==> config.mk <==
export PLATFORM = sky130hd
export DESIGN_NAME = ex_stage_reg
export DESIGN_NICKNAME = d
export VERILOG_FILES = /design/src/rtl/ex_stage_reg.sv
export SDC_FILE = /design/constraint.sdc
export NUM_CORES = 1
export LEC_CHECK = 0
export BUFFER_PORTS_ARGS = -buffer_cell sky130_fd_sc_hd__buf_2
export CAP_MARGIN = 20
export CORE_UTILIZATION = 25
export DETAILED_ROUTE_END_ITERATION = 6
export PLACE_DENSITY = 0.52
export SYNTH_ARGS = -nofsm -noshare
export SYNTH_HDL_FRONTEND = slang
export SYNTH_SLANG_ARGS = --single-unit
export TNS_END_PERCENT = 100
==> constraint.sdc <==
create_clock -name clk -period 1.3 [get_ports clk]
set_input_delay 0.065 -clock clk [delete_from_list [all_inputs] [get_ports clk]]
set_output_delay 0.065 -clock clk [all_outputs]
set_load 0.005 [all_outputs]
==> src/rtl/ex_stage_reg.sv <==
// rtl/ex_stage_reg.sv - EX/MEM pipeline register with stall, flush and exception bubbles
module ex_stage_reg (
  input  logic        clk,
  input  logic        reset,
  input  logic [31:0] alu_out,
  input  logic        alu_of,
  input  logic        stall,
  input  logic        flush,
  input  logic        int_detect,
  input  logic [29:0] id_pc,
  input  logic        id_en_,
  input  logic        id_br_flag,
  input  logic [1:0]  id_mem_op,
  input  logic [31:0] id_mem_wr_data,
  input  logic [1:0]  id_ctrl_op,
  input  logic [4:0]  id_dst_addr,
  input  logic        id_gpr_we_,
  input  logic [2:0]  id_exp_code,
  output logic [29:0] ex_pc,
  output logic        ex_en_,
  output logic        ex_br_flag,
  output logic [1:0]  ex_mem_op,
  output logic [31:0] ex_mem_wr_data,
  output logic [1:0]  ex_ctrl_op,
  output logic [4:0]  ex_dst_addr,
  output logic        ex_gpr_we_,
  output logic [2:0]  ex_exp_code,
  output logic [31:0] ex_out
);

  localparam logic [1:0] MEM_OP_NOP  = 2'd0;
  localparam logic [1:0] CTRL_OP_NOP = 2'd0;
  localparam logic [2:0] EXP_NO_EXP  = 3'd0;
  localparam logic [2:0] EXP_EXT_INT = 3'd1;
  localparam logic [2:0] EXP_OVERFLOW = 3'd3;

  always_ff @(posedge clk) begin
    if (reset || (!stall && flush)) begin
      ex_pc          <= '0;
      ex_en_         <= 1'b1;
      ex_br_flag     <= 1'b0;
      ex_mem_op      <= MEM_OP_NOP;
      ex_mem_wr_data <= '0;
      ex_ctrl_op     <= CTRL_OP_NOP;
      ex_dst_addr    <= '0;
      ex_gpr_we_     <= 1'b1;
      ex_exp_code    <= EXP_NO_EXP;
      ex_out         <= '0;
    end else if (!stall) begin
      ex_pc      <= id_pc;
      ex_en_     <= id_en_;
      ex_br_flag <= id_br_flag;
      if (int_detect || alu_of) begin
        // Exception bubble: keep the PC for EPC, kill memory access and writeback.
        ex_mem_op      <= MEM_OP_NOP;
        ex_mem_wr_data <= '0;
        ex_ctrl_op     <= CTRL_OP_NOP;
        ex_dst_addr    <= '0;
        ex_gpr_we_     <= 1'b1;
        ex_exp_code    <= int_detect ? EXP_EXT_INT : EXP_OVERFLOW;
        ex_out         <= '0;
      end else begin
        ex_mem_op      <= id_mem_op;
        ex_mem_wr_data <= id_mem_wr_data;
        ex_ctrl_op     <= id_ctrl_op;
        ex_dst_addr    <= id_dst_addr;
        ex_gpr_we_     <= id_gpr_we_;
        ex_exp_code    <= id_exp_code;
        ex_out         <= alu_out;
      end
    end
  end

endmodule

==> metrics.cfg <==
[outcome]
run_status=finished clean

[sta]
finClkSkew_ns=0
rsz0062_at_grt=no
setup_viol=0
fin_tns_setup_ns=0
tightest_slew_ns=0.358
hold_viol=0
fmaxAchievable_mhz=1120
worst_slack_ns=0.411
min_period_ns=0.889
period_share_pct=68.4
relSlewSlack_pct=76.2
slew_viol_final=0

[worst_setup_path]
crit_fanout=2
cp_top_family=flip-flops
cp_num_buf_inv=1
required_ns=1.24
critPathArrivalTime_ns=0.82
critical_path_class=register to primary output
crit_path_cell_trace=buf_2
cpMaxStageDelayCell=dfxtp_1
endpoint_kind=primary output
slowest_delay_ns=0.35
cp-start-kind=register

[clocking]
insertion_delay_ns=0.35
ctsHtreeMaxLevel=3
tritoncts=built
cts-root-buf=clkbuf_16
path_clk_slew_ns=0.07
cts_resized=0
cts_buffers=9
cts_buffer_depth=2
clock_sinks=109

[final_layout]
final_common_cell=buf_2
final_cell_mix=222 x buf_2, 109 x dfxtp_1, 106 x nor2_1, 106 x dlygate4sd3_1, 74 x a22oi_1
stdcell_area_um2=6370
final_nets=797
drive_gt1_share_pct=36.2
antennaDiodeCount=0
area_growth_pct=69.7

[grt]
antenna_found_initial=0
grt_pass1_wl_um=19100
grt_pass1_vias=3991
grt_max_degree=76
grt_use_total_pct=15.3
grt-ovfl-total=0

[hold_path]
min_path_type=input port to register

[routing]
wl_um=11600
drc_errors=0
ant_nets=0
drt_iter0_drc=147
drtPass1Iterations=4
num_vias=3881
avgRoutedWirePerCell_um=13.4
post_drt_via_cell_ratio=4.46

[power]
power_density_nw_per_um2=1110
seqPwrFrac_pct=49.2
switching_share_pct=22.9
clockPowerShare_pct=37.7
power.switching_w=0.00162
vdd_drop_max_mv=0.657
power_frac_comb_pct=13.1
leakage_nw=3.02
total_power_w=0.00708
internal-power_w=0.00546

[run]
cap_violations=0

[placed_design]
place_hpwl_um=7320
place_congestion=0.746
pre_cts_slack_ns=0.201
portBuffers=223
place_area_um2=5020

[synthesis]
synth_area_leader_cell=dfxtp_1
yosys_warnings=0
netlist_instances=367
synth_area_um2=3750
synth.distinct_cells=20
yosysSeqAreaShare_pct=58.2
synth.top_cell.area_share_pct=58.2
synth_fp_nets=482
ys_seq_elements=109
syn_area_per_cell_um2=10.2
yosys-top-cells-area=dfxtp_1 58%, a22oi_1 15%, nor2_1 11%, mux2i_1 8.3%, buf_2 2.4%

[floorplanning]
fp-row-count=44
die_h_um=124
core_um2=14600
die-area_um2=15500
start_util_pct=25.7
ios=224
dieWidth_um=124

## tightest hold or removal path: cells and delay by family
family / cells / cell delay (ns)
buffers and inverters: 1 / 0.07
and+or+nand+nor: 1 / 0.12
AOI/OAI and AO/OA: 1 / 0.10
## through the flow
stage | hold WS [ns] | utilization, % | cells
floorplan | 0.207 | - | 367
global placement | 0.295 | 34.4 | 749
detailed placement | 0.306 | 34.4 | 749
CTS | 0.0164 | 43.6 | 870
global route | 0.0367 | 43.6 | 870
finish | 0.0268 | 43.6 | 870
## cell type report
| type | instances | area (um2) |
|---|---|---|
| fill | 1411 | 8220 |
| clock inverter | 4 | 50.0 |
| multi-input combinational | 222 | 1360 |
| sequential | 109 | 2180 |
| clock buffer | 11 | 233 |
| tap | 184 | 230 |
| inverter | 3 | 11.3 |
| timing repair buffer | 337 | 2300 |
## synth_stat cells, drive strengths merged
master	instances
nand2	1
dfxtp	109
nand2b	1
a221oi	1
or4	1
a21o	1
nor2b	1
nor3	1
o21ai	2
nor2	106
clkbuf	4
mux2i	31
a21oi	1
buf	29
a211o	1
a22oi	74
inv	3
## cells by family (layout without fill, tap and decap cells)
logic type	Yosys count	count (layout)	synth area share, %
buffers and inverters	36	355	6.00
flip-flops	109	109	58.2
multiplexers	31	31	8.27
AND/OR/NAND/NOR	111	111	11.5
AO/OA/AOI/OAI	80	80	16.0
## timing repair
item / 4_1_cts / 5_1_grt
setup buffers: 0 / 0
hold buffers: 106 / 0
endpoints found under the hold margin: 106 / 0
## power groups by stage
stage | Combinational (W) | Clock [W] | Sequential [W]
floorplan | 0.000321 | 0 | 0.00357
global placement | 0.000663 | 0 | 0.00355
detailed placement | 0.000679 | 0 | 0.00356
CTS | 0.000926 | 0.00279 | 0.00348
global route | 0.00101 | 0.00294 | 0.00349
finish | 0.000926 | 0.00267 | 0.00348
## state kept, by name (all words and copies together), names as in the netlist
name and count:
ex_br_flag 1, ex_ctrl_op 2, ex_out 32, ex_mem_wr_data 32, ex_en_ 1, ex_mem_op 2, ex_dst_addr 5, ex_pc 30
ex_exp_code 3, ex_gpr_we_ 1
## per-layer routing
layer | track usage (%) | vias up | share of wire [%]
met1 | 16.6 | 1821 | 41
met3 | 5.63 | 16 | 6.6
met4 | 5.32 | 0 | 1.8
met2 | 27.1 | 153 | 50
met5 | 0 | - | 0
li1 | - | 1891 | -
## path summary, 6_finish.rpt
| check | start | to | slack [ns] | cells after the start |
|---|---|---|---|---|
| worst min-delay path | id_en_ | ex_en_ | 0.03 | 3 |
| worst max-delay path | ex_pc[11] | ex_pc[11] | 0.41 | 1 |
| worst min register to register | ex_exp_code[1] | ex_exp_code[1] | 0.46 | 2 |
| worst max register to register | ex_en_ | ex_en_ | 0.60 | 1 |
Note: power is estimated with default switching activity, not from simulation.
